File: src/rtl/i2s_rx_deserializer.sv
// ---------------------------------------------------------------------------
// i2s_rx_deserializer
//   Recovers I2S serial audio (oversampled by clk) into parallel SAMPLE_W-bit
//   two's-complement words for one selected channel. Feeds the 16-tap FIR.
//
//   Ports
//     clk          system clock, must run at >= 4x bclk
//     rst          synchronous reset, active-high
//     i2s_bclk     serial bit clock (async)
//     i2s_lrclk    word select (async), 0 = left, 1 = right
//     i2s_sdata    serial data (async), MSB first, one bclk after lrclk edge
//     sound_org    last captured sample of channel CH_SEL, held between pulses
//     sound_valid  1-cycle pulse, sound_org updated this cycle
//     frame_err    1-cycle pulse, a slot ended before SAMPLE_W bits arrived
// ---------------------------------------------------------------------------
module i2s_rx_deserializer #(
    parameter int SAMPLE_W = 24,
    parameter int SLOT_W   = 32,
    parameter int CH_SEL   = 0
) (
    input  logic                clk,
    input  logic                rst,
    input  logic                i2s_bclk,
    input  logic                i2s_lrclk,
    input  logic                i2s_sdata,
    output logic [SAMPLE_W-1:0] sound_org,
    output logic                sound_valid,
    output logic                frame_err
);

    localparam int                CNT_W   = $clog2(SLOT_W);
    localparam logic [CNT_W-1:0]  CNT_LST = CNT_W'(SAMPLE_W - 1);
    localparam logic [CNT_W-1:0]  CNT_MAX = CNT_W'(SLOT_W - 1);
    localparam logic              CH_LR   = (CH_SEL != 0);

    typedef enum logic [1:0] {
        S_IDLE,
        S_DELAY,
        S_SHIFT,
        S_PAD
    } state_t;

    // Synchronizers: plain data pipes, no reset needed. The third bclk stage
    // only exists for rising-edge detection.
    logic [2:0] r_bclk_sync;
    logic [1:0] r_lr_sync;
    logic [1:0] r_sd_sync;

    always_ff @(posedge clk) begin
        r_bclk_sync <= {r_bclk_sync[1:0], i2s_bclk};
        r_lr_sync   <= {r_lr_sync[0], i2s_lrclk};
        r_sd_sync   <= {r_sd_sync[0], i2s_sdata};
    end

    logic w_bclk_rise;
    logic w_lr;
    logic w_sd;

    assign w_bclk_rise = r_bclk_sync[1] & ~r_bclk_sync[2];
    assign w_lr        = r_lr_sync[1];
    assign w_sd        = r_sd_sync[1];

    state_t                r_state;
    state_t                w_state_nxt;
    logic [SAMPLE_W-2:0]   r_shift;
    logic [CNT_W-1:0]      r_bit_cnt;
    logic                  r_lr_prev;
    logic                  r_primed;

    logic                  w_lr_edge;
    logic [SAMPLE_W-1:0]   w_word;
    logic                  w_shift;
    logic                  w_done;
    logic                  w_err;
    logic                  w_cnt_clr;
    logic                  w_cnt_inc;

    assign w_lr_edge = (w_lr != r_lr_prev);
    assign w_word    = {r_shift, w_sd};

    always_ff @(posedge clk) begin
        if (rst) r_state <= S_IDLE;
        else     r_state <= w_state_nxt;
    end

    // The lrclk edge rise carries the previous slot's last bit (I2S delay).
    // Entering DELAY marks that bit consumed, so the first rise spent in DELAY
    // is the MSB and is captured exactly like a SHIFT bit with bit_cnt=0.
    // When a slot has no padding, its LSB arrives on the edge rise itself, so
    // an edge with bit_cnt at the last position completes the word rather
    // than flagging a short slot.
    always_comb begin
        w_state_nxt = r_state;
        w_shift     = 1'b0;
        w_done      = 1'b0;
        w_err       = 1'b0;
        w_cnt_clr   = 1'b0;
        w_cnt_inc   = 1'b0;
        if (w_bclk_rise) begin
            case (r_state)
                S_IDLE: begin
                    // first rise after reset only records lrclk
                    if (r_primed && w_lr_edge) begin
                        w_state_nxt = S_DELAY;
                        w_cnt_clr   = 1'b1;
                    end
                end
                S_DELAY, S_SHIFT: begin
                    if (r_bit_cnt == CNT_LST) begin
                        w_done = 1'b1;
                        if (w_lr_edge) begin
                            w_state_nxt = S_DELAY;
                            w_cnt_clr   = 1'b1;
                        end else begin
                            w_state_nxt = S_PAD;
                            w_cnt_inc   = 1'b1;
                        end
                    end else if (w_lr_edge) begin
                        w_err       = 1'b1;
                        w_state_nxt = S_DELAY;
                        w_cnt_clr   = 1'b1;
                    end else begin
                        w_shift     = 1'b1;
                        w_cnt_inc   = 1'b1;
                        w_state_nxt = S_SHIFT;
                    end
                end
                S_PAD: begin
                    if (w_lr_edge) begin
                        w_state_nxt = S_DELAY;
                        w_cnt_clr   = 1'b1;
                    end else begin
                        w_cnt_inc   = 1'b1;
                    end
                end
                default: w_state_nxt = S_IDLE;
            endcase
        end
    end

    // r_lr_prev still holds the completed slot's channel when the LSB lands
    // on the edge rise, so it selects the channel in both completion cases.
    always_ff @(posedge clk) begin
        if (rst) begin
            r_shift     <= '0;
            r_bit_cnt   <= '0;
            r_lr_prev   <= 1'b0;
            r_primed    <= 1'b0;
            sound_org   <= '0;
            sound_valid <= 1'b0;
            frame_err   <= 1'b0;
        end else begin
            sound_valid <= w_done && (r_lr_prev == CH_LR);
            frame_err   <= w_err;
            if (w_bclk_rise) begin
                r_lr_prev <= w_lr;
                r_primed  <= 1'b1;
            end
            if (w_cnt_clr)
                r_bit_cnt <= '0;
            else if (w_cnt_inc && (r_bit_cnt != CNT_MAX))
                r_bit_cnt <= r_bit_cnt + 1'b1;
            if (w_shift || w_done)
                r_shift <= w_word[SAMPLE_W-2:0];
            if (w_done && (r_lr_prev == CH_LR))
                sound_org <= w_word;
        end
    end

endmodule

File: config.mk
export PLATFORM = sky130hd
export DESIGN_NAME = i2s_rx_deserializer
export DESIGN_NICKNAME = d
export VERILOG_FILES = /design/src/rtl/i2s_rx_deserializer.sv
export SDC_FILE = /design/constraint.sdc
export NUM_CORES = 1
export LEC_CHECK = 0
export CAP_MARGIN = 20
export CORE_ASPECT_RATIO = 0.7
export CORE_MARGIN = 4
export CORE_UTILIZATION = 57
export DETAILED_ROUTE_END_ITERATION = 8
export PLACE_DENSITY = 0.86
export SLEW_MARGIN = 20
export SYNTH_ARGS = -nofsm -noshare
export SYNTH_HDL_FRONTEND = slang
export SYNTH_SLANG_ARGS = --single-unit
File: constraint.sdc
create_clock -name clk -period 3.6 [get_ports clk]
set_clock_uncertainty 0.15 [all_clocks]
set_input_delay 0.9 -clock clk [delete_from_list [all_inputs] [get_ports clk]]
set_output_delay 0.9 -clock clk [all_outputs]
set_load 0.01 [all_outputs]
# [After elaboration in Yosys (flattened, before gate mapping)]
# Cells that the tools add are included.
[totals] register_bits=65 latchBits=0 ram_bits=0 romBits=0 output_inout_bits=26 wordCells=54 n_memories=0
[op_classes] addsub=1 mul=0 div=0 magnitude_cmp=0 n_eq_ne=8 n_shift=0 n_mux=19 bitwise=5 n_reduce_logical=10
[op_table] cell="$mux W1" n=12
[op_table] cell="$mux W2" n=5
[op_table] cell="$pmux W2 S3" n=1
[op_table] cell="$add A5 B1 Y5 const B" n=1
[op_table] cell="$eq A5 B5 Y1 const B" n=1
[op_table] cell="$ne A5 B5 Y1 const B" n=1
[op_table] cell="$eq A2 B2 Y1 const B" n=2
[op_table] cell="$ne A2 B2 Y1 const B" n=2
[op_table] cell="$not A1 Y1" n=4
[op_table] cell="$reduce_or A2 Y1" n=2
[op_table] cell="$reduce_or A4 Y1" n=1
[op_table] cell="$logic_and A1 B1 Y1" n=3
[op_table] cell="$reduce_and A3 Y1" n=1
[op_table] cell="$reduce_or A3 Y1" n=1
[op_table] cell="$eq A2 B1 Y1 const B" n=1
[op_table] cell="$logic_not A2 Y1" n=1
[op_table] cell="$pmux W1 S2" n=1
[op_table] cell="$and A1 B1 Y1" n=1
[op_table] cell="$logic_or A1 B1 Y1" n=1
[op_table] cell="$ne A1 B1 Y1" n=1

# [Longest topological paths before layout]
[depth] word_depth=6 ltp_mapped=8

# [Worst setup path before layout]
# No wires, ideal clock.
[synth_timing] kind="reg2reg" startpoint="reg r_state[0]" endpoint="reg sound_org[10]" setup_ns=0.132 arrival_ns=1.665 t_required_ns=3.318 slack_ns=1.653 path_stages_with_launch=9 n_path_buf=2 period_less_slack_ns=1.947 path_cell_list="dfxtp_1 inv_1 ha_1 nand3b_1 or3_1 clkbuf_1 buf_2 nand2_1 a21oi_1"
[synth_between] elab_chain_cells=5 elab_cells_between_ends=6
[synth_lines] item="start: declaration" line_no="63" source="state_t r_state;"
[synth_lines] item="start signal: assignment" line_no="83" source="else r_state <= w_state_nxt;"
[synth_lines] item="$eq A2 B1 Y1 or $eq A2 B2 Y1 (tied branches)" line_no="100" source="case (r_state)"
[synth_lines] item="$reduce_or A2 Y1 *" line_no="100"
[synth_lines] item="$mux W1 *" line_no="100"
[synth_lines] item="$mux W1 *" line_no="99" source="if (w_bclk_rise) begin"
[synth_lines] item="$logic_and A1 B1 Y1 *" line_no="165" source="if (w_done && (r_lr_prev == CH_LR))"
[synth_lines] item="end signal: assignment" line_no="166" source="sound_org <= w_word;"
[synth_lines] item="end: declaration" line_no="26" source="output logic [SAMPLE_W-1:0] sound_org,"
# Mark *: on every way between the ends. The rest lies on a longest branch, timed or not.
# A chain may end at the register's enable or synchronous reset.

# [Final worst setup path]
[layout_timing] startpoint="reg r_state[0]" endpoint="reg r_shift[7]"
[layout_between] elab_chain_cells=5 elab_cells_between_ends=8
[layout_lines] item="$eq A2 B1 Y1 or $eq A2 B2 Y1 (tied branches)" line_no="100"
[layout_lines] item="$reduce_or A2 Y1 *" line_no="100"
[layout_lines] item="$mux W1" line_no="100"
[layout_lines] item="$mux W1" line_no="99"
[layout_lines] item="$logic_or A1 B1 Y1 *" line_no="163" source="if (w_shift || w_done)"
[layout_lines] item="end signal: assignment" line_no="164" source="r_shift <= w_word[SAMPLE_W-2:0];"
[layout_lines] item="end: declaration" line_no="65" source="logic [SAMPLE_W-2:0] r_shift;"
# Marks and branches as above.

==> metrics.txt <==
run status=completed; main combinational cell family by area after synthesis=simple AND/OR/NAND/NOR gates; Final Non-Filler Cells=336; Initial DRT Pass Iterations=4; PnR Total Power=between 1 and 1.5 mW; R2R setup slack=1.25 ns; core area=3970 µm²; YS warnings=0; # H-tree levels=3; CTS Buf Count=9; syn_nets=260; critical path's slowest cell=a21oi_4; Hold Buf Count CTS=0; P_int=a little over 1 mW; Slew headroom=38.7%; grt total ovfl=0; via/cell ratio=slightly above 5; logic gate share of total power=roughly 2.5%; crit path cell chain=inv_1 -> ha_1 -> nand3b_1 -> a21oi_4 -> mux2i_1 -> nor2_1; clock share of power=between 40% and 50%; antenna-violating nets left=0; Yosys reg bits=65; die area=between 5000 and 6000 µm²; Post-Route Utilization=a little under three quarters; CTS Sinks=65; Adder-Cell Fraction of Synth Area=around 2.6%; Cell Area, Synth=2360 µm²; worst-margin pin slew=between 0.9 and 1 ns; largest cells by area after synthesis=dfxtp_1 (55%), mux2i_1 (11%), nand2_1 (7.9%), a21oi_1 (5.5%), nor2_1 (5.1%); Final Hold Vio Count=0; total wire length=~4000 µm; placed insts=320; leakage=around 1.0 nW; Remaining DRCs=0; WL/cell=about 12 µm; final HPWL from detailed placement=~2700 µm; Mapped Cells=250; PostCTS Resize Cnt=0; Synth Area in Simple Gates=17.6%; area leader, netlist=dfxtp_1; row count=19; quantity of I/O buffers inserted on ports=30; sequential share of the synthesized area=55.1%; HP Class=reg -> reg; CP Capture Type=flop; Worst-path clk slew=approximately 0.06 ns; initial DRC count=63; hold endpoint=r_sd_sync[1]$_DFF_P_; post-route cell area=roughly 2800 µm²; hold depth=0; complex-gate fraction of the synthesized area=7.83%; critical path class=reg -> reg; Vias=1,713; CP max FO=23; first-pass GRT wire length=around 6700 µm; Starting Density=about three fifths; CTS tree=built; min-delay src=r_sd_sync[0]$_DFF_P_; maximum clock insertion buffer count=2; largest net degree at the start of global routing=33; Final Cycle Share=about 65%; post-synthesis xor/xnor area fraction=~2.2%; Worst EP arrival=between 2 and 2.5 ns; Slew Viols, Final=0; share of cells above drive strength 1=~7.7%; Psw=0.268 mW; sequential share of power=between 50% and 60%; Yosys top cell area share=between 50% and 60%; Die X=~85 µm; # setup viols final=0; postcts setup bufs=0; post-layout min period=2.35 ns; Yosys cell types=27; RR Startpoint=r_state[0]$_SDFFE_PP0P_; Avg Cell Area, Syn=9.45 µm²; vias in the first global route=approximately 1,500; switching share of power=between 20 and 25%; CP required=about 3.7 ns; fmax=around 430 MHz; Max-cap violations=0; aggregate global-route resource usage=16.8%; clk_lat worst skew=about 0.33 ns; Post-DP Area=around 2700 µm²; RSZ-0062 raised after global routing=no; Setup crit start kind=flop; CTS Root Buffer Type=clkbuf_8; mux cell area share after synthesis=roughly 11%; PwrDens=roughly 450 nW/µm²; NumNets Final=289; Slowest Stage Delay on Critical Path=approximately 0.76 ns; worst reg2reg endpoint=r_shift[7]$_SDFFE_PP0P_; initial antenna violation count=0; I/O pin cnt=31; worst vdd ir=between 0.4 and 0.5 mV; Reg2Reg Depth=6; synthesis-to-layout area growth=20.2%; die height=just over 60 µm; ant diodes=0; Setup TNS Final=0 ns; routability cong.=0.803
sequential cells by signal (all words and copies together), names as in the netlist:
name and flops:
r_shift 23, r_bit_cnt 5, frame_err 1, r_primed 1, r_sd_sync 2, r_lr_prev 1, sound_valid 1, sound_org 24
r_lr_sync 2, r_bclk_sync 3, r_state 2
per-layer routing:
metal / GRT usage (%) / share of wire (%) / vias to the layer above
met5: 0 / 0 / -
met4: 6.32 / 0.67 / 0
met3: 8.83 / 6.6 / 4
met2: 25.7 / 42 / 39
met1: 20.5 / 50 / 789
li1: - / - / 881
area by class of cell:
| type | instances | area (µm²) |
|---|---|---|
| sequential | 65 | 1300 |
| inverter | 4 | 15.0 |
| timing repair buffer | 32 | 310 |
| tap | 52 | 65.1 |
| fill | 296 | 1130 |
| clock buffer | 13 | 159 |
| multi-input combinational | 167 | 975 |
| clock inverter | 3 | 15.0 |
cells by family after synthesis:
logic type      Yosys count
simple gates             98
flops                    65
compound gates           33
mux                      26
buf+inv                  18
xor+xnor                  5
fa+ha+maj                 5
metrics by stage:
stage	worst slack (ns)	hold WS, ns
final	1.25	0.176
after global routing	1.10	0.183
after CTS	1.26	0.178
after detailed placement	1.28	0.163
after global placement	1.35	0.161
after floorplan	1.65	0.160
worst max-delay path by stage:
stage	depth (start not counted)	start	slack, ns	end
3_5_place_dp	6	r_state[0]$_SDFFE_PP0P_	1.28	r_shift[7]$_SDFFE_PP0P_
2_1_floorplan	8	r_state[0]$_SDFFE_PP0P_	1.65	sound_org[10]$_SDFFE_PP0P_
4_1_cts	6	r_state[0]$_SDFFE_PP0P_	1.26	r_shift[7]$_SDFFE_PP0P_
3_3_place_gp	6	r_state[0]$_SDFFE_PP0P_	1.35	r_shift[14]$_SDFFE_PP0P_
6_report	6	r_state[0]$_SDFFE_PP0P_	1.25	r_shift[7]$_SDFFE_PP0P_
5_1_grt	6	r_state[0]$_SDFFE_PP0P_	1.10	r_shift[7]$_SDFFE_PP0P_
synthesized netlist by cell type (all sizes together):
cell type	count
nand2	50
nor4	1
xor2	4
nor2	32
dfxtp	65
nand3b	1
buf	6
or3	1
nor3	4
mux2i	26
nand4	3
o21ai	3
inv	4
and3	2
nand3	2
a31o	1
a21boi	2
clkbuf	8
nand4b	1
ha	5
nor2b	1
a21oi	27
xnor2	1
power by group through the flow:
| stage | Combinational (mW) | Clock (mW) | Sequential (mW) |
|---|---|---|---|
| after floorplan | 0.0241 | 0 | 0.745 |
| after global placement | 0.0320 | 0 | 0.745 |
| after detailed placement | 0.0320 | 0 | 0.746 |
| after CTS | 0.0323 | 0.544 | 0.730 |
| after global routing | 0.0364 | 0.575 | 0.730 |
| final | 0.0326 | 0.526 | 0.730 |
worst max-delay path, delay by kind of cell (launching register included):
kind / cells / cell delay [ns]
fa+ha+maj: 1 / 0.32
compound gates: 1 / 0.76
flops: 1 / 0.36
buf+inv: 1 / 0.08
simple gates: 2 / 0.27
mux: 1 / 0.29
placed cells by master, fill, tap and decap left out, drive strengths merged, types with 4 or more instances in the layout:
master         instances
inv                    4
mux2i                 26
clkbuf                13
clkdlybuf4s50         29
xor2                   4
dfxtp                 65
nor3                   4
nor2                  32
a21oi                 27
nand2                 50
ha                     5
(Power assumes the default switching activity.)
